`src/rtl/branch_resolve_pkg.sv`:
```
// Shared types for the branch resolve block: prediction kinds and the in-flight record layout.
package branch_resolve_pkg;

    typedef enum logic [1:0] {
        KIND_NONE = 2'd0,
        KIND_BR   = 2'd1,
        KIND_JAL  = 2'd2,
        KIND_JALR = 2'd3
    } pred_kind_e;

    localparam int REC_XLEN = 32;

    // Default-width record; the resolve top re-declares the same layout at its own XLEN.
    typedef struct packed {
        logic [REC_XLEN-1:0] pc;
        logic                rvc;
        pred_kind_e          kind;
        logic                taken;
        logic [REC_XLEN-1:0] target;
    } pred_rec_t;

    function automatic int rec_bits(input int xlen);
        return 2 * xlen + 4;
    endfunction

endpackage

```
`src/rtl/branch_resolve_if.sv`:
```
// Fetch/execute-facing bundle of branch_resolve: prediction push, resolution, flush and training outputs.
interface branch_resolve_if #(
    parameter int XLEN = 32
);
    import branch_resolve_pkg::*;

    logic            pred_push;
    logic [XLEN-1:0] pred_pc;
    logic            pred_rvc;
    pred_kind_e      pred_kind;
    logic            pred_taken;
    logic [XLEN-1:0] pred_target;
    logic            pred_full;

    logic            res_valid;
    logic            res_taken;
    logic [XLEN-1:0] res_target;
    logic            flush_ext;

    logic            predict_fail;
    logic [XLEN-1:0] redirect_pc;
    logic            bht_updata;
    logic [XLEN-1:0] bht_pc;
    logic            bht_taken;
    logic            btb_update;
    logic            btb_invalid;
    logic [XLEN-1:0] btb_pc;
    logic [XLEN-1:0] btb_target;

    modport master (
        output pred_push, pred_pc, pred_rvc, pred_kind, pred_taken, pred_target,
        output res_valid, res_taken, res_target, flush_ext,
        input  pred_full, predict_fail, redirect_pc,
        input  bht_updata, bht_pc, bht_taken,
        input  btb_update, btb_invalid, btb_pc, btb_target
    );

    modport slave (
        input  pred_push, pred_pc, pred_rvc, pred_kind, pred_taken, pred_target,
        input  res_valid, res_taken, res_target, flush_ext,
        output pred_full, predict_fail, redirect_pc,
        output bht_updata, bht_pc, bht_taken,
        output btb_update, btb_invalid, btb_pc, btb_target
    );

endinterface

```
`src/rtl/branch_resolve_fifo.sv`:
```
// pred_fifo: in-order circular queue of prediction records with push, pop, clear and head output.
module pred_fifo #(
    parameter int DEPTH = 4,
    parameter int WIDTH = 8
) (
    input  logic             clk,
    input  logic             reset,
    input  logic             push,
    input  logic [WIDTH-1:0] push_data,
    input  logic             pop,
    input  logic             clear,
    output logic             full,
    output logic             empty,
    output logic [WIDTH-1:0] head
);
    localparam int              AW         = $clog2(DEPTH);
    localparam logic [AW:0]     FULL_COUNT = (AW+1)'(DEPTH);

    logic [WIDTH-1:0] mem [DEPTH];
    logic [AW-1:0]    rd_ptr;
    logic [AW-1:0]    wr_ptr;
    logic [AW:0]      count;
    logic             pop_ok;
    logic             push_ok;

    assign full    = (count == FULL_COUNT);
    assign empty   = (count == '0);
    assign pop_ok  = pop && !empty;
    // A full queue still accepts a push when the head leaves in the same cycle.
    assign push_ok = push && (!full || pop_ok);
    assign head    = mem[rd_ptr];

    // NOTE: sequential state uses non-blocking assignments so every register samples pre-edge values.
    always_ff @(posedge clk) begin
        if (reset || clear) begin
            rd_ptr <= '0;
            wr_ptr <= '0;
            count  <= '0;
        end else begin
            if (push_ok) wr_ptr <= wr_ptr + 1'b1;
            if (pop_ok)  rd_ptr <= rd_ptr + 1'b1;
            case ({push_ok, pop_ok})
                2'b10:   count <= count + 1'b1;
                2'b01:   count <= count - 1'b1;
                default: count <= count;
            endcase
        end
    end

    // NOTE: record storage has no reset; count gates every read so stale entries are never observed.
    always_ff @(posedge clk) begin
        if (push_ok && !clear) mem[wr_ptr] <= push_data;
    end

endmodule

```
`src/rtl/branch_resolve.sv`:
```
// branch_resolve: checks the oldest fetch prediction against execute, raises flush/redirect and trains BHT/BTB.
// Optional statistics counters are enabled with `define BRANCH_RESOLVE_STATS_EN.
module branch_resolve
    import branch_resolve_pkg::*;
#(
    parameter int DEPTH = 4,
    parameter int XLEN  = 32
) (
    input  logic                 clk,
    input  logic                 reset,
    branch_resolve_if.slave      bus
`ifdef BRANCH_RESOLVE_STATS_EN
    ,
    output logic [31:0]          stat_resolved,
    output logic [31:0]          stat_mispredict
`endif
);
    localparam int REC_W = rec_bits(XLEN);

    typedef struct packed {
        logic [XLEN-1:0] pc;
        logic            rvc;
        pred_kind_e      kind;
        logic            taken;
        logic [XLEN-1:0] target;
    } rec_t;

    rec_t            wr_rec;
    rec_t            head;
    logic [REC_W-1:0] head_bits;
    logic            empty;
    logic            accept;
    logic            clear;

    logic [XLEN-1:0] fallthrough;
    logic [XLEN-1:0] redirect;
    logic            fail;
    logic            bht_upd;
    logic            btb_upd;
    logic            btb_inv;

    assign wr_rec = '{
        pc:     bus.pred_pc,
        rvc:    bus.pred_rvc,
        kind:   bus.pred_kind,
        taken:  bus.pred_taken,
        target: bus.pred_target
    };

    assign accept = bus.res_valid && !empty;
    // A mispredict makes every younger record wrong-path, so the queue is dropped on the same edge.
    assign clear  = bus.flush_ext || (accept && fail);

    pred_fifo #(
        .DEPTH (DEPTH),
        .WIDTH (REC_W)
    ) u_pred_fifo (
        .clk       (clk),
        .reset     (reset),
        .push      (bus.pred_push),
        .push_data (wr_rec),
        .pop       (accept),
        .clear     (clear),
        .full      (bus.pred_full),
        .empty     (empty),
        .head      (head_bits)
    );

    assign head        = rec_t'(head_bits);
    assign fallthrough = head.pc + (head.rvc ? XLEN'(2) : XLEN'(4));

    // NOTE: every always_comb output gets a default first so no path can infer a latch.
    always_comb begin
        fail     = 1'b0;
        redirect = fallthrough;
        bht_upd  = 1'b0;
        btb_upd  = 1'b0;
        btb_inv  = 1'b0;
        case (head.kind)
            KIND_BR: begin
                fail     = (bus.res_taken != head.taken) ||
                           (head.taken && bus.res_taken && (bus.res_target != head.target));
                redirect = bus.res_taken ? bus.res_target : fallthrough;
                bht_upd  = 1'b1;
            end
            KIND_JAL: begin
                fail     = !head.taken || (head.target != bus.res_target);
                redirect = bus.res_target;
            end
            KIND_JALR: begin
                fail     = !head.taken || (head.target != bus.res_target);
                redirect = bus.res_target;
                btb_upd  = fail;
            end
            default: begin
                // A taken prediction on a non-branch means the BTB entry aliased.
                fail     = head.taken;
                redirect = fallthrough;
                btb_inv  = 1'b1;
            end
        endcase
    end

    always_ff @(posedge clk) begin
        if (reset) begin
            bus.predict_fail <= 1'b0;
            bus.redirect_pc  <= '0;
            bus.bht_updata   <= 1'b0;
            bus.bht_pc       <= '0;
            bus.bht_taken    <= 1'b0;
            bus.btb_update   <= 1'b0;
            bus.btb_invalid  <= 1'b0;
            bus.btb_pc       <= '0;
            bus.btb_target   <= '0;
        end else begin
            bus.predict_fail <= 1'b0;
            bus.bht_updata   <= 1'b0;
            bus.btb_update   <= 1'b0;
            bus.btb_invalid  <= 1'b0;
            if (accept && !bus.flush_ext) begin
                bus.predict_fail <= fail;
                bus.redirect_pc  <= redirect;
                bus.bht_updata   <= bht_upd;
                bus.bht_pc       <= head.pc;
                bus.bht_taken    <= bus.res_taken;
                bus.btb_update   <= btb_upd;
                bus.btb_invalid  <= btb_inv;
                bus.btb_pc       <= head.pc;
                bus.btb_target   <= bus.res_target;
            end
        end
    end

`ifdef BRANCH_RESOLVE_STATS_EN
    // Saturating counters; an external flush leaves them untouched.
    always_ff @(posedge clk) begin
        if (reset) begin
            stat_resolved   <= '0;
            stat_mispredict <= '0;
        end else if (accept && !bus.flush_ext) begin
            if (stat_resolved != 32'hFFFF_FFFF) stat_resolved <= stat_resolved + 32'd1;
            if (fail && stat_mispredict != 32'hFFFF_FFFF) stat_mispredict <= stat_mispredict + 32'd1;
        end
    end
`endif

endmodule

```
`src/flat_wrapper.sv`:
```
// flat-port wrapper written by rule: the top's interface ports become plain ports
module branch_resolve_flat import branch_resolve_pkg::*;
#(
    parameter int DEPTH = 4,
    parameter int XLEN  = 32
)
  (clk, reset, bus_pred_push, bus_pred_pc, bus_pred_rvc, bus_pred_kind, bus_pred_taken, bus_pred_target, bus_res_valid, bus_res_taken, bus_res_target, bus_flush_ext, bus_pred_full, bus_predict_fail, bus_redirect_pc, bus_bht_updata, bus_bht_pc, bus_bht_taken, bus_btb_update, bus_btb_invalid, bus_btb_pc, bus_btb_target);
  branch_resolve_if #(.XLEN(XLEN)) bus_i ();
  input  logic clk;
  input  logic reset;
  input wire logic [$bits(bus_i.pred_push)-1:0] bus_pred_push;
  input wire logic [$bits(bus_i.pred_pc)-1:0] bus_pred_pc;
  input wire logic [$bits(bus_i.pred_rvc)-1:0] bus_pred_rvc;
  input wire logic [$bits(bus_i.pred_kind)-1:0] bus_pred_kind;
  input wire logic [$bits(bus_i.pred_taken)-1:0] bus_pred_taken;
  input wire logic [$bits(bus_i.pred_target)-1:0] bus_pred_target;
  input wire logic [$bits(bus_i.res_valid)-1:0] bus_res_valid;
  input wire logic [$bits(bus_i.res_taken)-1:0] bus_res_taken;
  input wire logic [$bits(bus_i.res_target)-1:0] bus_res_target;
  input wire logic [$bits(bus_i.flush_ext)-1:0] bus_flush_ext;
  output wire logic [$bits(bus_i.pred_full)-1:0] bus_pred_full;
  output wire logic [$bits(bus_i.predict_fail)-1:0] bus_predict_fail;
  output wire logic [$bits(bus_i.redirect_pc)-1:0] bus_redirect_pc;
  output wire logic [$bits(bus_i.bht_updata)-1:0] bus_bht_updata;
  output wire logic [$bits(bus_i.bht_pc)-1:0] bus_bht_pc;
  output wire logic [$bits(bus_i.bht_taken)-1:0] bus_bht_taken;
  output wire logic [$bits(bus_i.btb_update)-1:0] bus_btb_update;
  output wire logic [$bits(bus_i.btb_invalid)-1:0] bus_btb_invalid;
  output wire logic [$bits(bus_i.btb_pc)-1:0] bus_btb_pc;
  output wire logic [$bits(bus_i.btb_target)-1:0] bus_btb_target;
  assign bus_i.pred_push = bus_pred_push;
  assign bus_i.pred_pc = bus_pred_pc;
  assign bus_i.pred_rvc = bus_pred_rvc;
  assign bus_i.pred_kind = bus_pred_kind;
  assign bus_i.pred_taken = bus_pred_taken;
  assign bus_i.pred_target = bus_pred_target;
  assign bus_i.res_valid = bus_res_valid;
  assign bus_i.res_taken = bus_res_taken;
  assign bus_i.res_target = bus_res_target;
  assign bus_i.flush_ext = bus_flush_ext;
  assign bus_pred_full = bus_i.pred_full;
  assign bus_predict_fail = bus_i.predict_fail;
  assign bus_redirect_pc = bus_i.redirect_pc;
  assign bus_bht_updata = bus_i.bht_updata;
  assign bus_bht_pc = bus_i.bht_pc;
  assign bus_bht_taken = bus_i.bht_taken;
  assign bus_btb_update = bus_i.btb_update;
  assign bus_btb_invalid = bus_i.btb_invalid;
  assign bus_btb_pc = bus_i.btb_pc;
  assign bus_btb_target = bus_i.btb_target;
  branch_resolve #(.DEPTH(DEPTH), .XLEN(XLEN)) u_core (.clk(clk), .reset(reset), .bus(bus_i));
endmodule
```
`config.mk`:
```
export PLATFORM = sky130hd
export DESIGN_NAME = branch_resolve_flat
export DESIGN_NICKNAME = d
export VERILOG_FILES = /design/src/rtl/branch_resolve_pkg.sv /design/src/rtl/branch_resolve_if.sv /design/src/rtl/branch_resolve_fifo.sv /design/src/rtl/branch_resolve.sv /design/src/flat_wrapper.sv
export SDC_FILE = /design/constraint.sdc
export NUM_CORES = 1
export LEC_CHECK = 0
export BUFFER_PORTS_ARGS = -buffer_cell sky130_fd_sc_hd__buf_2
export CORE_MARGIN = 3
export CORE_UTILIZATION = 40
export CTS_CLUSTER_SIZE = 28
export DETAILED_ROUTE_END_ITERATION = 10
export PLACE_DENSITY = 0.56
export SLEW_MARGIN = 20
export SYNTH_ARGS = -nofsm -noshare
export SYNTH_HDL_FRONTEND = slang
export SYNTH_SLANG_ARGS = --single-unit
```
`constraint.sdc`:
```
create_clock -name clk -period 12.9 [get_ports clk]
set_input_delay 0.645 -clock clk [delete_from_list [all_inputs] [get_ports clk]]
set_output_delay 0.645 -clock clk [all_outputs]
set_load 0.005 [all_outputs]
```
# Word-level counts from Yosys, hierarchy flattened
# Memories as Yosys holds them, arrays and structs flattened. A register that Yosys moved wholly into a read port is not among the register bits.
# Cells that the tools add are included.
[op_classes]
add_sub_neg = 5
multipliers = 0
n_div = 0
order_cmp = 0
eq_ne = 9
shifts = 0
mux = 11
bitwise = 2
n_reduce_logical = 24
[ops]
columns = ["cell", "n"]
rows = [
  ["32-bit inequality test", 2],
  ["32-bit case mux with 2 select lines", 1],
  ["32-bit adder", 1],
  ["32-bit 2-to-1 mux", 1],
  ["1-bit logical AND", 8],
  ["2-bit equality test (second input constant)", 3],
  ["3-bit case mux with 2 select lines", 1],
  ["3-bit OR reduction", 2],
  ["1-bit zero test", 5],
  ["1-bit logical OR", 5],
  ["2-bit by 1-bit adder with 2-bit output (second input constant)", 2],
  ["2-bit by 1-bit equality test with 1-bit output (second input constant)", 2],
  ["1-bit 2-to-1 mux", 4],
  ["2-bit 2-to-1 mux", 2],
  ["2-bit OR reduction", 2],
  ["3-bit by 1-bit adder with 3-bit output (second input constant)", 1],
  ["3-bit equality test (second input constant)", 1],
  ["3-bit zero test", 1],
  ["3-bit 2-to-1 mux", 1],
  ["3-bit by 1-bit subtractor with 3-bit output (second input constant)", 1],
  ["1-bit inverter", 2],
  ["1-bit case mux with 2 select lines", 1],
  ["2-bit nonzero test", 1],
  ["1-bit inequality test", 1],
]
[word_totals]
reg_bits = 108
latchBits = 0
mem_bits_rw = 272
romBits = 0
in_bits = 106
out_inout_bits = 134
elab_cells = 63
memories = 1
[mem_list]
columns = ["name", "words", "word_bits", "read_ports", "rd_ports_with_merged_regs", "write_ports", "line_no", "text"]
rows = [
  ["u_core.u_pred_fifo.mem", 4, 68, 1, 1, 1, "branch_resolve_fifo.sv:19", "logic [WIDTH-1:0] mem [DEPTH];"],
]

# Logic depth before layout (Yosys ltp)
[depth]
ltp_word = 10
mapped_depth = 13
mapped_depth_nobuf = 9

# Modules after synthesis
# Synthesis repeated with hierarchy kept, for this count alone.
[unflattened]
cells_unflattened = 1034
area_unflattened_um2 = 15292.2
[modules_own_cells]
columns = ["module", "n_inst", "cells_each", "area_per_inst_um2", "seq_area_each_um2"]
rows = [
  ["pred_fifo", 1, 410, 10318.6, 8348.0],
  ["branch_resolve", 1, 624, 4973.5, 2021.9],
]

# Worst setup path after synthesis
# OpenSTA, ideal clock, no wires.
[synth_timing]
path_kind = "register -> register"
start = "reg with a tool-made name"
end = "mem u_core.u_pred_fifo.mem[3][0] (netlist bit) (enable)"
setup_time_ps = 685
arrival_time_ps = 9134
required_ps = 12215
slack_ps = 3081
stages_incl_launch_ff = 9
path_buffers = 3
period_less_slack_ps = 9819
cell_sequence = "dfxtp_1 buf_6 buf_8 buf_6 mux4_2 ha_1 o31ai_1 a311oi_1 nor4b_1"
[synth_lines]
columns = ["item", "line_no"]
rows = [
  ["end, declared", "branch_resolve_fifo.sv:19"],
]

==> results_dict.tcl <==
set metrics [dict create \
    status "complete, no violations" \
    rsz0062_at_grt "false" \
    finalHoldViolations 0 \
    wirelength_um 41300 \
    vias_per_cell 5.28 \
    synth_ff_type "edfxtp_1" \
    finalSetupViolCount 0 \
    seq_area_frac_synth 0.670 \
    grt_pass1_wl_um 60800 \
    ctsHoldBuffers 0 \
    ys_seq_elements 382 \
    final_nets 1382 \
    grt_pass1_vias 9276 \
    p_sw_frac 0.221 \
    synth_top_area_cell "edfxtp_1" \
    portBuffers 239 \
    grt_usage 0.198 \
    r2r_end "u_core.u_pred_fifo.mem[2][39]$_DFFE_PP_" \
    ys_top_cells_by_area "edfxtp_1 (53%), dfxtp_1 (14%), mux4_2 (9.6%)" \
    grt_start_max_net_pins 89 \
    maxSlewHeadroom 0.285 \
    yosysWarnings 0 \
    drt-pass1-iter-count 6 \
    syn_to_final_growth_pct 18.4 \
    slew_violations 0 \
    fin_crit_sh 0.390 \
    drtIter0Drc 687 \
    critical_path_required_ns 13.07 \
    grt_antenna_before_repair 7 \
    hold_path_depth 1 \
    cts_buffers 42 \
    utilization 0.483 \
    syn_area_per_cell_sq_um 14.7 \
    coreArea_sq_um 37900 \
    place.gp.congestion 0.824 \
    clk_pin_slew_worst_paths_ns 0.06 \
    path_cells "buf_4 > mux4_2 > ha_1 > o31ai_1 > a311oi_2 > buf_4 > nor4b_2 > buf_4" \
    synth_nets 1170 \
    critPathKind "register to register" \
    worstPathArrival_ns 5.20 \
    syn-cell-area_sq_um 15500 \
    cts_root_buffer "clkbuf_16" \
    pin_count 240 \
    max_freq_ghz 0.199 \
    synthDistinctLibCells 59 \
    powerDensity_nw_per_um2 146 \
    tns_ns 0 \
    worst_path_max_delay_cell "dfxtp_4" \
    dp_hpwl_um 28600 \
    dieArea_sq_um 41100 \
    dr_total_vias 9565 \
    ant_nets 0 \
    seqPwrFrac 0.506 \
    hold_path_end "u_core.u_pred_fifo.mem[2][44]$_DFFE_PP_" \
    maxCapViolCount 0 \
    routedWlPerCell_um 22.8 \
    p_leak_nw 6.42 \
    die_h_um 203 \
    p_int_mw 2.08 \
    drive_gt1_frac 0.313 \
    switching_power_mw 0.589 \
    cts_setup_buffers 0 \
    tightest_slew_ns 1.07 \
    reg2reg_slack_ns 7.87 \
    yosysTopAreaCellShare 0.528 \
    dieWidth_um 203 \
    hold_start "bus_pred_pc[8]" \
    syn_inst 1055 \
    seq_area_sq_um 10400 \
    synth-edff-count 272 \
    insertion_delay_ns 0.54 \
    fin_worst_skew_ns 0.0123 \
    cts_sinks 382 \
    cts_tree "built" \
    cts-resized-gates 0 \
    cpMostUsedCell "buf_4" \
    clock_path_buffers 3 \
    hp-class "input port to register" \
    critPathMaxStageDelay_ns 0.82 \
    initial_utilization 0.408 \
    worst_setup_path_start_kind "register" \
    crit_path_end_kind "register" \
    synthArstFlopShare 0 \
    p_comb_frac 0.061 \
    h-tree-depth 2 \
    multi_input_area_sq_um 4600 \
    rows 71 \
    r2r_cells 8 \
    peakVddDrop_uv 92.4 \
    route.detailed.drc 0 \
    finalCriticalPeriod_ns 5.03 \
    fill_cells 3359 \
    gr-total-overflow 0 \
    path_max_fanout 35 \
    p_clk_frac 0.433 \
]
registers in the layout, summed over array words and instances, names as in the netlist, named ones only:
name                       flops
u_core.u_pred_fifo.rd_ptr      2
u_core.u_pred_fifo.mem       272
u_core.bus.btb_update          1
u_core.bus.redirect_pc        32
u_core.u_pred_fifo.wr_ptr      2
u_core.u_pred_fifo.count       3
u_core.bus.predict_fail        1
u_core.bus.btb_pc             32
u_core.bus.btb_invalid         1
u_core.bus.btb_target         32
u_core.bus.bht_updata          1
u_core.bus.bht_taken           1
cell type report:
cell class | instances | share of cell area
Antenna cell | 2 | 0.000273
Clock buffer | 60 | 0.0644
Clock inverter | 17 | 0.00861
Inverter | 9 | 0.00184
Multi-Input combinational cell | 576 | 0.251
Sequential cell | 382 | 0.566
Tap cell | 511 | 0.0349
Timing Repair Buffer | 256 | 0.0724
cell usage in the layout (no fill, tap or decap), drive strengths merged, types with 3 or more instances in the layout:
master	count
clkinv	11
a31oi	5
a311oi	5
xor2	16
nand3	12
and2	6
a21oi	82
and4	12
ha	7
nand2	168
mux4	69
nor4b	7
dfxtp	110
xnor2	42
inv	11
o31ai	6
a211oi	6
buf	256
clkbuf	60
edfxtp	272
nor4	12
o21ai	24
nor2	38
nand4	21
a22o	3
nor3	4
worst max-delay path, delay by kind of cell, from the launching register on:
| kind | cells | cell delay (ns) |
|---|---|---|
| AO/OA/AOI/OAI | 2 | 0.52 |
| buffers and inverters | 3 | 1.49 |
| AND/OR/NAND/NOR | 1 | 0.80 |
| multiplexers | 1 | 0.65 |
| flip-flops | 1 | 0.82 |
| adder cells (fa/ha/maj) | 1 | 0.31 |
cell families (layout without fill, tap and decap cells):
group / count (synthesis) / count (layout) / synth area share
AO/OA/AOI/OAI: 146 / 146 / 0.0548
buffers and inverters: 97 / 342 / 0.0362
XOR/XNOR: 58 / 58 / 0.0333
flip-flops: 382 / 382 / 0.670
adder cells (fa/ha/maj): 9 / 9 / 0.00825
AND/OR/NAND/NOR: 292 / 292 / 0.0944
other: 0 / 2 / 0
multiplexers: 71 / 71 / 0.102
power groups by stage:
stage	logic [mW]	clock network [mW]	registers (mW)
finish	0.164	1.16	1.35
global route	0.178	1.23	1.35
CTS	0.166	1.18	1.35
detailed placement	0.165	0	1.38
global placement	0.164	0	1.37
floorplan	0.0911	0	1.37
metrics by stage:
stage	hold slack (ns)	std cells	cell area [sq um]	setup slack, ns	total power [mW]
after global routing	0.309	1812	18300	7.45	2.76
after CTS	0.291	1811	18300	7.72	2.70
after floorplan	0.448	1055	15500	3.08	1.47
after detailed placement	0.445	1734	17000	7.78	1.54
after global placement	0.440	1734	17000	7.88	1.54
final	0.321	1813	18300	7.87	2.67
metal layers:
metal	track usage	vias to the layer above	routed length, um
li1	-	4367	-
met4	0.0423	10	680
met2	0.318	300	19600
met1	0.279	4826	18300
met3	0.0471	62	2620
met5	0	-	57
synth_stat cells, drive strengths merged, types with 6 or more instances:
| library cell | n |
|---|---|
| a211oi | 6 |
| a21oi | 82 |
| and2 | 6 |
| and4 | 12 |
| buf | 56 |
| clkbuf | 32 |
| dfxtp | 110 |
| edfxtp | 272 |
| ha | 7 |
| inv | 9 |
| mux4 | 69 |
| nand2 | 168 |
| nand3 | 12 |
| nand4 | 21 |
| nor2 | 38 |
| nor4 | 12 |
| nor4b | 7 |
| o21ai | 24 |
| o31ai | 6 |
| xnor2 | 42 |
| xor2 | 16 |
worst max-delay path by stage:
stage,startpoint,end,slack (ns),depth (start not counted)
6_report,register,u_core.u_pred_fifo.mem[2][39]$_DFFE_PP_,7.87,8
5_1_grt,register,u_core.u_pred_fifo.mem[2][39]$_DFFE_PP_,7.45,8
4_1_cts,register,u_core.u_pred_fifo.mem[2][28]$_DFFE_PP_,7.72,8
3_5_place_dp,register,u_core.u_pred_fifo.mem[2][11]$_DFFE_PP_,7.78,8
3_3_place_gp,register,u_core.u_pred_fifo.mem[2][10]$_DFFE_PP_,7.88,8
2_1_floorplan,register,u_core.u_pred_fifo.mem[3][0]$_DFFE_PP_,3.08,8
No activity file was read; power rests on OpenSTA's default activity.
